**src/rtl/unified_mem_arbiter_pkg.sv**
```systemverilog
// Shared types and encodings for the unified instruction/data memory arbiter.
package unified_mem_arbiter_pkg;

  typedef enum logic [1:0] {
    ARB_IDLE = 2'd0,
    ARB_WAIT = 2'd1,
    ARB_ERR  = 2'd2
  } arb_state_t;

  typedef enum logic {
    OWN_FETCH = 1'b0,
    OWN_DATA  = 1'b1
  } owner_t;

  localparam logic [1:0] SZ_BYTE = 2'b00;
  localparam logic [1:0] SZ_HALF = 2'b01;
  localparam logic [1:0] SZ_WORD = 2'b10;

endpackage

```
**src/rtl/unified_mem_arbiter_mem_lane_align.sv**
```systemverilog
// Byte-lane steering for data accesses: byte enables, store-data replication,
// and alignment checking from the low address bits and access size.
module unified_mem_arbiter_mem_lane_align
  import unified_mem_arbiter_pkg::*;
(
  input  logic [1:0]  addr,
  input  logic [1:0]  size,
  input  logic [31:0] wdata,
  output logic [3:0]  be,
  output logic [31:0] wdata_rep,
  output logic        misaligned
);

  always_comb begin
    be         = 4'b0000;
    wdata_rep  = wdata;
    misaligned = 1'b0;
    case (size)
      SZ_BYTE: begin
        be        = 4'b0001 << addr;
        wdata_rep = {4{wdata[7:0]}};
      end
      SZ_HALF: begin
        be         = 4'b0011 << {addr[1], 1'b0};
        wdata_rep  = {2{wdata[15:0]}};
        misaligned = addr[0];
      end
      SZ_WORD: begin
        be         = 4'b1111;
        misaligned = (addr != 2'b00);
      end
      default: misaligned = 1'b1;
    endcase
  end

endmodule

```
**src/rtl/unified_mem_arbiter.sv**
```systemverilog
// Single-outstanding arbiter sharing one memory port between fetch and load/store.
// Optional build macro ARB_PERF_CNT_EN adds grant/stall performance counters.
module unified_mem_arbiter
  import unified_mem_arbiter_pkg::*;
#(
  parameter int STARVE_LIMIT = 4,
  parameter int CNT_W        = 4
) (
  input  logic        clk,
  input  logic        reset,
  input  logic        flush,
  input  logic        f_req,
  input  logic [31:0] f_addr,
  output logic        f_gnt,
  output logic        f_rvalid,
  output logic [31:0] f_rdata,
  input  logic        d_req,
  input  logic        d_we,
  input  logic [31:0] d_addr,
  input  logic [31:0] d_wdata,
  input  logic [1:0]  d_size,
  output logic        d_gnt,
  output logic        d_rvalid,
  output logic [31:0] d_rdata,
  output logic        d_err,
  output logic        mem_req,
  input  logic        mem_ready,
  output logic        mem_we,
  output logic [31:0] mem_addr,
  output logic [3:0]  mem_be,
  output logic [31:0] mem_wdata,
  input  logic        mem_rvalid,
  input  logic [31:0] mem_rdata
`ifdef ARB_PERF_CNT_EN
  ,
  output logic [31:0] perf_f_gnt,
  output logic [31:0] perf_d_gnt,
  output logic [31:0] perf_f_stall
`endif
);

  localparam logic [CNT_W-1:0] LIMIT = CNT_W'(STARVE_LIMIT);

  arb_state_t       state_q, state_d;
  owner_t           owner_q, owner_d;
  logic             kill_q, kill_d;
  logic [CNT_W-1:0] starve_cnt_q, starve_cnt_d;

  logic [3:0]  d_be;
  logic [31:0] d_wdata_rep;
  logic        d_misaligned;
  logic        sel_data, sel_fetch;
  logic        unused_f_addr_bits;

  assign unused_f_addr_bits = ^f_addr[1:0];

  unified_mem_arbiter_mem_lane_align u_align (
    .addr       (d_addr[1:0]),
    .size       (d_size),
    .wdata      (d_wdata),
    .be         (d_be),
    .wdata_rep  (d_wdata_rep),
    .misaligned (d_misaligned)
  );

  // Arbitration is gated by reset so nothing leaks onto the bus while held in reset.
  assign sel_data  = reset && d_req && (!f_req || (starve_cnt_q != LIMIT));
  assign sel_fetch = reset && f_req && !sel_data;

  always_comb begin
    state_d      = state_q;
    owner_d      = owner_q;
    kill_d       = kill_q;
    starve_cnt_d = starve_cnt_q;
    mem_req      = 1'b0;
    mem_we       = 1'b0;
    mem_addr     = 32'h0;
    mem_be       = 4'b0000;
    mem_wdata    = 32'h0;
    f_gnt        = 1'b0;
    d_gnt        = 1'b0;
    f_rvalid     = 1'b0;
    f_rdata      = 32'h0;
    d_rvalid     = 1'b0;
    d_rdata      = 32'h0;
    d_err        = 1'b0;
    case (state_q)
      ARB_IDLE: begin
        if (sel_data && d_misaligned) begin
          d_gnt   = 1'b1;
          state_d = ARB_ERR;
        end else if (sel_data) begin
          mem_req   = 1'b1;
          mem_we    = d_we;
          mem_addr  = {d_addr[31:2], 2'b00};
          mem_be    = d_be;
          mem_wdata = d_we ? d_wdata_rep : 32'h0;
          if (mem_ready) begin
            d_gnt   = 1'b1;
            owner_d = OWN_DATA;
            state_d = ARB_WAIT;
          end
        end else if (sel_fetch) begin
          mem_req  = 1'b1;
          mem_addr = {f_addr[31:2], 2'b00};
          mem_be   = 4'b1111;
          if (mem_ready) begin
            f_gnt   = 1'b1;
            owner_d = OWN_FETCH;
            kill_d  = flush;
            state_d = ARB_WAIT;
          end
        end
      end
      ARB_WAIT: begin
        if (mem_rvalid) begin
          state_d = ARB_IDLE;
          kill_d  = 1'b0;
          if (owner_q == OWN_DATA) begin
            d_rvalid = 1'b1;
            d_rdata  = mem_rdata;
          end else if (!kill_q && !flush) begin
            f_rvalid = 1'b1;
            f_rdata  = mem_rdata;
          end
        end else if (flush && (owner_q == OWN_FETCH)) begin
          kill_d = 1'b1;
        end
      end
      ARB_ERR: begin
        d_rvalid = 1'b1;
        d_err    = 1'b1;
        state_d  = ARB_IDLE;
      end
      default: state_d = ARB_IDLE;
    endcase
    if (!f_req || f_gnt) begin
      starve_cnt_d = '0;
    end else if (d_gnt && (starve_cnt_q != LIMIT)) begin
      starve_cnt_d = starve_cnt_q + 1'b1;
    end
  end

  always_ff @(posedge clk or negedge reset) begin
    if (!reset) begin
      state_q      <= ARB_IDLE;
      owner_q      <= OWN_FETCH;
      kill_q       <= 1'b0;
      starve_cnt_q <= '0;
    end else begin
      state_q      <= state_d;
      owner_q      <= owner_d;
      kill_q       <= kill_d;
      starve_cnt_q <= starve_cnt_d;
    end
  end

`ifdef ARB_PERF_CNT_EN
  always_ff @(posedge clk or negedge reset) begin
    if (!reset) begin
      perf_f_gnt   <= 32'h0;
      perf_d_gnt   <= 32'h0;
      perf_f_stall <= 32'h0;
    end else begin
      if (f_gnt)          perf_f_gnt   <= perf_f_gnt + 32'd1;
      if (d_gnt)          perf_d_gnt   <= perf_d_gnt + 32'd1;
      if (f_req && !f_gnt) perf_f_stall <= perf_f_stall + 32'd1;
    end
  end
`endif

endmodule

```
**config.mk**
```make
export PLATFORM = sky130hd
export DESIGN_NAME = unified_mem_arbiter
export DESIGN_NICKNAME = d
export VERILOG_FILES = /design/src/rtl/unified_mem_arbiter_pkg.sv /design/src/rtl/unified_mem_arbiter_mem_lane_align.sv /design/src/rtl/unified_mem_arbiter.sv
export SDC_FILE = /design/constraint.sdc
export NUM_CORES = 1
export LEC_CHECK = 0
export ABC_CLOCK_PERIOD_IN_PS = 2200
export CAP_MARGIN = 10
export CORE_ASPECT_RATIO = 0.5
export CORE_MARGIN = 2
export CORE_UTILIZATION = 27
export DETAILED_ROUTE_END_ITERATION = 10
export PLACE_DENSITY = 0.9
export SLEW_MARGIN = 20
export SYNTH_ARGS = -nofsm -noshare
export SYNTH_HDL_FRONTEND = slang
export SYNTH_HIERARCHICAL = 1
export SYNTH_SLANG_ARGS = --single-unit
export TNS_END_PERCENT = 100
```
**constraint.sdc**
```tcl
create_clock -name clk -period 2.2 [get_ports clk]
set_input_delay 0.33 -clock clk [delete_from_list [all_inputs] [get_ports clk]]
set_output_delay 0.33 -clock clk [all_outputs]
set_load 0.01 [all_outputs]
```
==> summary.txt <==
Floorplanning
  • Initial Util: around 28%
  • Die Wd: between 100 and 150 um
  • Core area: roughly 8000 um^2
  • Rows: 23
  • IO Count: 277
  • Die span in y: between 60 and 70 um
  • Die Area: roughly 9000 um^2

Job
  • Max-capacitance violation count: 0

STA
  • Min Hold Slack: ~500 ps
  • Setup-failing EPs final: 64
  • Final Slew Violations: 0
  • RSZ-0062 raised after global routing: yes
  • Fin crit period: ~2500 ps
  • Clk_skew: slightly below 5 ps
  • Tcrit/Tclk final: 115%
  • TNS Setup: -17160 ps
  • Setup slack after layout: -338 ps
  • Final hold viol count: 0
  • Fmax achieved: ~400 MHz

Detailed routing
  • DR vias: ~3.5k
  • DR vias/cell: 4.87
  • Final WL: ~13000 um
  • Final antenna-violating net count: 0
  • DRC: 0
  • WL/cell: ~18 um
  • Drt first-iter violations: 234
  • Detailed Routing Iterations Pass 1: 4

Clocking
  • CTS tree: done
  • Worst-Skew Late Latency: around 240 ps
  • CTS sink count: 8
  • Root Buffer: clkbuf_16
  • Depth of the CTS H-tree: 1
  • Clk buf depth: 2
  • Number of hold buffers added after cts: 0
  • Clk pin slew, worst setup/hold paths: about 40 ps
  • TritonCTS buffer count: 3

Global route
  • Vias in the first global route: 3201
  • Total grt overflow: 0
  • Total track usage: between 20% and 30%
  • Largest net degree at the start of global routing: 29
  • Initial antenna violation count: 0
  • First-pass GRT wire length: 16600 um

Worst setup path
  • CP startpoint kind: flop
  • Worst-path fanout max: 7
  • Crit. End Element: primary output
  • Worst setup path category: reg2out
  • R2R Setup Slk: around 90 ps
  • WP data arrival: about 2200 ps
  • Worst EP required: ~1900 ps

Final layout
  • Fillers: about 600
  • Fin nets: about 750
  • Post-layout util: between 70% and 80%
  • P&R area growth vs syn: 156%
  • Commonest non-fill, non-tap cell in the layout: clkdlybuf4s50_1
  • Fraction of layout cells with a size suffix above 1: about 43%
  • Antenna Cells: 0
  • Most frequent cells in the layout: clkdlybuf4s50_1, buf_6, and2_1, buf_4, buf_2

Synthesis
  • Sequential-to-total area share from yosys stat: slightly below 9%
  • Yosys cell types: 42
  • Yosys warns: 6
  • Mapped Avg Cell Area: 7.66 um^2
  • Mapped Area: roughly 2200 um^2
  • Number of synthesized flops with an enable pin: 0
  • Syn Inst Count: roughly 290
  • Asr flop ratio synth: 100%
  • Ys flop type: dfrtp_1
  • Synth Register Bits: 8

Placement
  • Gpl congestion: approximately 0.84
  • HPWL after DPL: a little under 9000 um
  • Port Buffers: 272
  • Dpl ws: -522 ps

Power
  • Total chip power: around 2500 uW
  • PD cells: ~430 nW/um^2
  • Pleak: around 0.0028 uW
  • VDD IR-drop max: around 0.27 mV

Min path
  • Tightest Hold Check Type: in2async

Outcome
  • Status: finished, violations left
  • Failing checks: setup timing
cells in the mapped netlist, types with 9 or more instances:
| library cell | instances | share of area, % |
|---|---|---|
| inv_1 | 9 | 1.5 |
| buf_4 | 10 | 3.3 |
| and2_1 | 67 | 19 |
| buf_6 | 9 | 4.5 |
| and3_1 | 30 | 8.4 |
| mux2i_1 | 11 | 4.9 |
| nor2_1 | 9 | 1.5 |
| mux2_2 | 12 | 6.0 |
| a22o_1 | 30 | 12 |
| a21oi_1 | 11 | 2.5 |
| clkbuf_1 | 13 | 2.2 |
| nand2_1 | 14 | 2.3 |
worst paths after layout:
kind                                 startpoint               to  depth (start not counted)
worst min-delay path                      reset          owner_q                          3
max in group asynchronous                 reset  starve_cnt_q[3]                          3
min in group clk                         kill_q           kill_q                          1
worst max register to register  starve_cnt_q[1]           kill_q                          9
worst max-delay path            starve_cnt_q[1]     mem_wdata[0]                          9
worst min register to register           kill_q           kill_q                          1
layer usage:
layer	wire length, um	global-route usage (%)
met3	837	3.41
met2	6670	42.7
met5	0	0
met1	5420	28.5
met4	218	4.57
where the power goes:
group | switching (uW) | internal, uW | total (uW) | leakage, uW
combinational | 815 | 1110 | 1920 | 0.00267
sequential | 48.8 | 192 | 241 | 0.000105
clock | 83.3 | 236 | 319 | 0.0000370
worst max-delay path: stages (launching register included):
cell	delay [ps]
dfrtp_1	380
inv_1	90
ha_4	160
and3b_2	210
a21o_4	220
nor3_4	220
buf_6	210
clkbuf_16	170
and3_4	200
buf_6	100
sequential cells by signal (all words and copies together), names as in the netlist:
name,count
kill_q,1
owner_q,1
starve_cnt_q,4
state_q,2
kinds of logic (layout without fill, tap and decap cells):
logic type      count (synthesis)  count (layout)  synth area share [%]
compound gates                 67              67                  22.4
xor+xnor                        1               1                 0.390
fa+ha+maj                       5               5                  2.79
buf+inv                        45             353                  13.5
flops                           8               8                  8.92
mux                            29              29                  14.9
other cells                     1               2                 0.167
simple gates                  137             137                  36.8
per-stage QoR:
step | cell area, um^2 | std cells
finish | 5740 | 714
global route | 5740 | 714
CTS | 5170 | 701
detailed placement | 5210 | 681
global placement | 5210 | 681
floorplan | 2250 | 294
repair_timing:
item                       in CTS  in global routing
setup endpoints to repair     140                107
gates resized for setup       412                165
pin swaps                       5                 36
cloned                          5                  8
buffers inserted               12                  6
cell type report:
type	instances	area [um^2]	area share, %
well taps	112	140	2.44
inverters	9	33.8	0.588
repair buffers	341	3280	57.0
clock buffers	3	75.1	1.31
flip-flops and latches	8	200	3.49
multi-input cells	241	2020	35.1
Note: power is estimated with default switching activity, not from simulation.
